--- config.mk ---
export PLATFORM = sky130hd
export DESIGN_NAME = fetch_unit_flat
export DESIGN_NICKNAME = d
export VERILOG_FILES = /design/src/rtl/fetch_unit_if.sv /design/src/rtl/fetch_unit.sv /design/src/flat_wrapper.sv
export SDC_FILE = /design/constraint.sdc
export NUM_CORES = 1
export LEC_CHECK = 0
export BUFFER_PORTS_ARGS = -buffer_cell sky130_fd_sc_hd__clkbuf_2
export CORE_ASPECT_RATIO = 1.4
export CORE_UTILIZATION = 35
export CTS_BUF_LIST = sky130_fd_sc_hd__clkbuf_8
export CTS_CLUSTER_SIZE = 10
export DETAILED_ROUTE_END_ITERATION = 16
export SYNTH_ARGS = -nofsm -noshare
export SYNTH_HDL_FRONTEND = slang
export SYNTH_SLANG_ARGS = --single-unit
--- constraint.sdc ---
create_clock -name clk -period 1.5 [get_ports clk]
set_input_delay 0.225 -clock clk [delete_from_list [all_inputs] [get_ports clk]]
set_output_delay 0.225 -clock clk [all_outputs]
set_load 0.005 [all_outputs]
--- src/rtl/fetch_unit_if.sv ---
// Handshake bundle between the fetch stage, instruction memory and the decoder.
// master = fetch unit side, slave = memory/decoder environment side.
interface fetch_unit_if #(
    parameter int unsigned ADDR_WIDTH  = 12,
    parameter int unsigned INSTR_WIDTH = 16
);
    logic                   imem_req;
    logic [ADDR_WIDTH-1:0]  imem_addr;
    logic                   imem_ack;
    logic [INSTR_WIDTH-1:0] imem_rdata;

    logic                   instr_valid;
    logic [INSTR_WIDTH-1:0] instr;
    logic [ADDR_WIDTH-1:0]  instr_pc;
    logic                   instr_ready;

    logic                   load_pc;
    logic [ADDR_WIDTH-1:0]  load_pc_val;

    modport master (
        output imem_req, imem_addr,
        input  imem_ack, imem_rdata,
        output instr_valid, instr, instr_pc,
        input  instr_ready,
        input  load_pc, load_pc_val
    );

    modport slave (
        input  imem_req, imem_addr,
        output imem_ack, imem_rdata,
        input  instr_valid, instr, instr_pc,
        output instr_ready,
        output load_pc, load_pc_val
    );
endinterface

--- src/rtl/fetch_unit.sv ---
// Instruction fetch stage: owns the PC, issues one imem read at a time and
// presents each instruction to the decoder, honouring jump redirects.
module fetch_unit #(
    parameter int unsigned           ADDR_WIDTH  = 12,
    parameter int unsigned           INSTR_WIDTH = 16,
    parameter logic [ADDR_WIDTH-1:0] RESET_PC    = '0
) (
    input  logic          clk,
    input  logic          rst,
    fetch_unit_if.master  bus
);

    typedef enum logic [1:0] {
        IDLE  = 2'd0,
        FETCH = 2'd1,
        VALID = 2'd2,
        FLUSH = 2'd3
    } state_t;

    state_t                 r_state;
    state_t                 w_next_state;

    logic [ADDR_WIDTH-1:0]  r_pc;
    logic [ADDR_WIDTH-1:0]  r_target;
    logic [INSTR_WIDTH-1:0] r_instr;
    logic [ADDR_WIDTH-1:0]  r_instr_pc;

    logic                   w_ack;
    logic                   w_redirect;
    logic [ADDR_WIDTH-1:0]  w_pc_inc;

    always_comb begin
        w_ack      = bus.imem_ack;
        w_redirect = bus.load_pc;
        w_pc_inc   = r_pc + {{(ADDR_WIDTH-1){1'b0}}, 1'b1};
    end

    always_ff @(posedge clk or posedge rst) begin
        if (rst) begin
            r_state <= IDLE;
        end else begin
            r_state <= w_next_state;
        end
    end

    always_comb begin
        w_next_state = r_state;
        case (r_state)
            IDLE: begin
                w_next_state = FETCH;
            end
            FETCH: begin
                if (w_redirect) begin
                    // Without the ack a request is still in flight and must be drained.
                    w_next_state = w_ack ? FETCH : FLUSH;
                end else if (w_ack) begin
                    w_next_state = VALID;
                end
            end
            VALID: begin
                if (w_redirect || bus.instr_ready) begin
                    w_next_state = FETCH;
                end
            end
            FLUSH: begin
                if (w_ack) begin
                    w_next_state = FETCH;
                end
            end
            default: begin
                w_next_state = IDLE;
            end
        endcase
    end

    always_ff @(posedge clk or posedge rst) begin
        if (rst) begin
            r_pc       <= RESET_PC;
            r_target   <= '0;
            r_instr    <= '0;
            r_instr_pc <= '0;
        end else begin
            case (r_state)
                FETCH: begin
                    if (w_redirect) begin
                        if (w_ack) begin
                            r_pc <= bus.load_pc_val;
                        end else begin
                            r_target <= bus.load_pc_val;
                        end
                    end else if (w_ack) begin
                        r_instr    <= bus.imem_rdata;
                        r_instr_pc <= r_pc;
                        r_pc       <= w_pc_inc;
                    end
                end
                VALID: begin
                    if (w_redirect) begin
                        r_pc <= bus.load_pc_val;
                    end
                end
                FLUSH: begin
                    if (w_ack) begin
                        r_pc <= w_redirect ? bus.load_pc_val : r_target;
                    end else if (w_redirect) begin
                        r_target <= bus.load_pc_val;
                    end
                end
                default: begin
                end
            endcase
        end
    end

    always_comb begin
        bus.imem_req    = (r_state == FETCH) || (r_state == FLUSH);
        bus.imem_addr   = r_pc;
        bus.instr_valid = (r_state == VALID);
        bus.instr       = r_instr;
        bus.instr_pc    = r_instr_pc;
    end

endmodule

--- src/flat_wrapper.sv ---
// flat-port wrapper written by rule: the top's interface ports become plain ports
module fetch_unit_flat 
#(
    parameter int unsigned           ADDR_WIDTH  = 12,
    parameter int unsigned           INSTR_WIDTH = 16,
    parameter logic [ADDR_WIDTH-1:0] RESET_PC    = '0
)
  (clk, rst, bus_imem_req, bus_imem_addr, bus_imem_ack, bus_imem_rdata, bus_instr_valid, bus_instr, bus_instr_pc, bus_instr_ready, bus_load_pc, bus_load_pc_val);
  fetch_unit_if #(.ADDR_WIDTH(ADDR_WIDTH), .INSTR_WIDTH(INSTR_WIDTH)) bus_i ();
  input  logic clk;
  input  logic rst;
  output wire logic [$bits(bus_i.imem_req)-1:0] bus_imem_req;
  output wire logic [$bits(bus_i.imem_addr)-1:0] bus_imem_addr;
  input wire logic [$bits(bus_i.imem_ack)-1:0] bus_imem_ack;
  input wire logic [$bits(bus_i.imem_rdata)-1:0] bus_imem_rdata;
  output wire logic [$bits(bus_i.instr_valid)-1:0] bus_instr_valid;
  output wire logic [$bits(bus_i.instr)-1:0] bus_instr;
  output wire logic [$bits(bus_i.instr_pc)-1:0] bus_instr_pc;
  input wire logic [$bits(bus_i.instr_ready)-1:0] bus_instr_ready;
  input wire logic [$bits(bus_i.load_pc)-1:0] bus_load_pc;
  input wire logic [$bits(bus_i.load_pc_val)-1:0] bus_load_pc_val;
  assign bus_imem_req = bus_i.imem_req;
  assign bus_imem_addr = bus_i.imem_addr;
  assign bus_i.imem_ack = bus_imem_ack;
  assign bus_i.imem_rdata = bus_imem_rdata;
  assign bus_instr_valid = bus_i.instr_valid;
  assign bus_instr = bus_i.instr;
  assign bus_instr_pc = bus_i.instr_pc;
  assign bus_i.instr_ready = bus_instr_ready;
  assign bus_i.load_pc = bus_load_pc;
  assign bus_i.load_pc_val = bus_load_pc_val;
  fetch_unit #(.ADDR_WIDTH(ADDR_WIDTH), .INSTR_WIDTH(INSTR_WIDTH), .RESET_PC(RESET_PC)) u_core (.clk(clk), .rst(rst), .bus(bus_i));
endmodule
==> flow_summary.yaml <==
status:
  status: "finished with violations"
  violations: "DRC, setup timing"
worst_setup_path:
  path_buf_inv: 3
  worstPathRequired_ps: 1700
  path_max_fanout: 14
  cp-startpoint: "u_core.r_state[0]"
  cp-start-kind: "register"
  worstSetupPathType: "register to register"
  cp.arrival_ps: 1720
  cpLargestDelayFamily: "buffers and inverters"
  reg2reg_from: "u_core.r_state[0]"
  cp_slowest_stage_delay_ps: 410
  worst_path_max_delay_cell: "dfrtp_2"
  worstPathCellList: "buf_6, nand2_8, nor3_4, buf_4, buf_12, mux2_2"
  critPathCaptureType: "register"
final_layout:
  fin_nets: 361
  seq_area_sq_um: 1350
  stdcell_area_sq_um: 3610
  num_antenna_cells: 0
  area_growth_pct: 37.9
  nFillCells: 706
  drive_gt1_share_pct: 53.4
  multi_input_area_sq_um: 1280
timing:
  drv_slew: 0
  setup_ws_ps: -15.1
  tns_ps: -83.5
  fin_crit_sh_pct: 101
  worst_slew_pin_slew_ps: 361
  worst_clock_skew_ps: 11.7
  finalHoldViolations: 0
  min_period_ps: 1520
  slew_headroom_pct: 75.4
  fmax_ghz: 0.660
  setup_violations: 13
  grt_setup_unrepaired: "true"
synth:
  synth_xor_area_share_pct: 0.669
  yosys_warnings: 0
  synth_top_family_by_area: "multiplexers"
  syn_inst: 224
  synth_fa_ha_area_share_pct: 0.478
  synth_ff_type: "dfrtp_1"
  async_flop_share_pct: 100
  ys_types: 47
  yosys.area_share.simple_pct: 11.8
  synth-seq-cells: 54
  synth_area_leader_cell: "dfrtp_1"
  seq_area_frac_synth_pct: 51.6
  synth_commonest_cells: "dfrtp_1 (54), mux2_2 (40), o21ai_0 (13)"
  synth.most_common_cell: "dfrtp_1"
  syn_area_per_cell_sq_um: 11.7
  synth-compound-area-share_pct: 13.3
  synthTopCellsByArea: "dfrtp_1 (52%), mux2_2 (17%), o21ai_0 (2.5%), nand2b_1 (1.9%), nand2_1 (1.7%)"
  syn_nets: 258
  muxShareOfSynthArea_pct: 18.4
  synth-edff-count: 0
  netlist_area_sq_um: 2620
  netlist.area_leader.share_pct: 51.6
min_path:
  hold_class: "input port to register"
  min-delay-start: "bus_imem_rdata[0]"
die:
  die_w_um: 75.1
  ios: 75
  die_h_um: 104
  initial_core_util_pct: 35.8
  rows: 37
  core_sq_um: 7310
  dieArea_sq_um: 7840
global_route:
  grt_max_degree: 40
  grt_first_pass_wirelength_mm: 9.46
  grt_pass1_vias: 1941
  track_usage_pct: 15.9
  grt-ovfl-total: 0
  antenna_found_initial: 0
route:
  drt-wirelength-per-cell_um: 14.5
  vias: 2065
  drc: 1
  viasPerCell: 4.86
  drt-total-wl_mm: 6.15
  first_pass_iters: 10
  ant_nets: 0
  drt_iter0_markers: 55
clock_network:
  clock-sinks: 54
  clock_path_buffers: 2
  cts_root_buf: "clkbuf_8"
  clkTransAtPathRegs_ps: 100
  cts_buffers: 5
  cts_max_level: 2
  clk_latency_ps: 320
  cts_tree: "built"
run:
  maxCapViolations: 0
power:
  ir_drop_mv: 0.436
  p_leak_nw: 1.63
  powerDensity_nw_per_um2: 1330
placed_design:
  place_congestion: 0.781
  placement.cell_area_sq_um: 3260
  dp_hpwl_mm: 4.40
  port_buffers: 74
-- registers in the layout, summed over array words and instances (netlist names) --
name	flops
u_core.bus.instr	16
u_core.bus.instr_pc	12
u_core.bus.imem_addr	12
u_core.r_state	2
u_core.r_target	12
-- area by class of cell --
cell class,count,share of cell area [%]
clock buffers,5,1.91
well taps,97,3.36
multi-input cells,152,35.6
inverters,5,0.623
flip-flops and latches,54,37.5
repair buffers,109,19.8
clock inverters,3,1.25
-- per-stage QoR --
stage	worst slack, ps	cells	utilization (%)	hold WS [ps]	total power (W)
after global routing	-67.8	425	49.4	114	0.00515
after CTS	-12.1	419	47.3	114	0.00478
after floorplan	-6.20	224	-	293	0.00296
after global placement	-31.3	407	44.6	220	0.00366
final	-15.1	425	49.4	132	0.00481
after detailed placement	-50.6	407	44.6	217	0.00370
-- worst paths after layout --
kind	to	slack (ps)	cells past startpoint
worst max-delay path	u_core.bus.instr_pc[3]	-20	6
worst min-delay path	u_core.bus.instr[0]	130	2
worst max register to register	u_core.bus.instr_pc[3]	-20	6
worst min register to register	u_core.r_target[6]	510	1
max in group asynchronous	u_core.r_state[1]	580	4
min in group asynchronous	u_core.bus.instr[6]	420	3
-- routing by layer --
layer	vias up	part of all wire [%]	wire, um	track usage (%)
li1	1020	-	-	-
met1	995	43	2630	18.7
met2	45	52	3220	27.5
met3	5	3.2	197	2.81
met4	0	1.7	102	6.47
met5	-	0	0	0
-- kinds of logic after synthesis --
logic type / Yosys count
and+or+nand+nor: 56
DFF: 54
AOI/OAI and AO/OA: 50
muxes: 43
buffers and inverters: 18
xor gates and xnor gates: 2
adders and majority gates: 1
-- placed cells by master (no fill, tap or decap), types with 5 or more instances in the layout --
cell type,netlist,final
a21oi_1,7,7
buf_6,2,6
dfrtp_1,54,52
nand2b_1,8,8
mux2_4,0,7
nor2_1,9,9
buf_4,2,25
clkbuf_8,0,5
mux2_2,40,34
nand3_1,6,5
clkbuf_2,0,73
and2_1,7,7
nand2_1,12,12
o21ai_0,13,10
-- power by group --
part | internal, W | leakage (nW) | switching [W]
clock network | 0.000497 | 0.0504 | 0.000489
registers | 0.00189 | 0.628 | 0.000292
logic | 0.000969 | 0.949 | 0.000680
total | 0.00335 | 1.63 | 0.00146
-- what timing repair did --
| item | 4_1_cts | 5_1_grt |
|---|---|---|
| gates cloned | 0 | 2 |
| pin swaps | 2 | 6 |
| buffers inserted | 3 | 4 |
| gates resized for setup | 14 | 22 |
| hold buffers | 1 | 0 |
| endpoints found under the setup margin | 10 | 42 |
| endpoints found under the hold margin | 15 | 0 |
No activity file was read; power rests on OpenSTA's default activity.
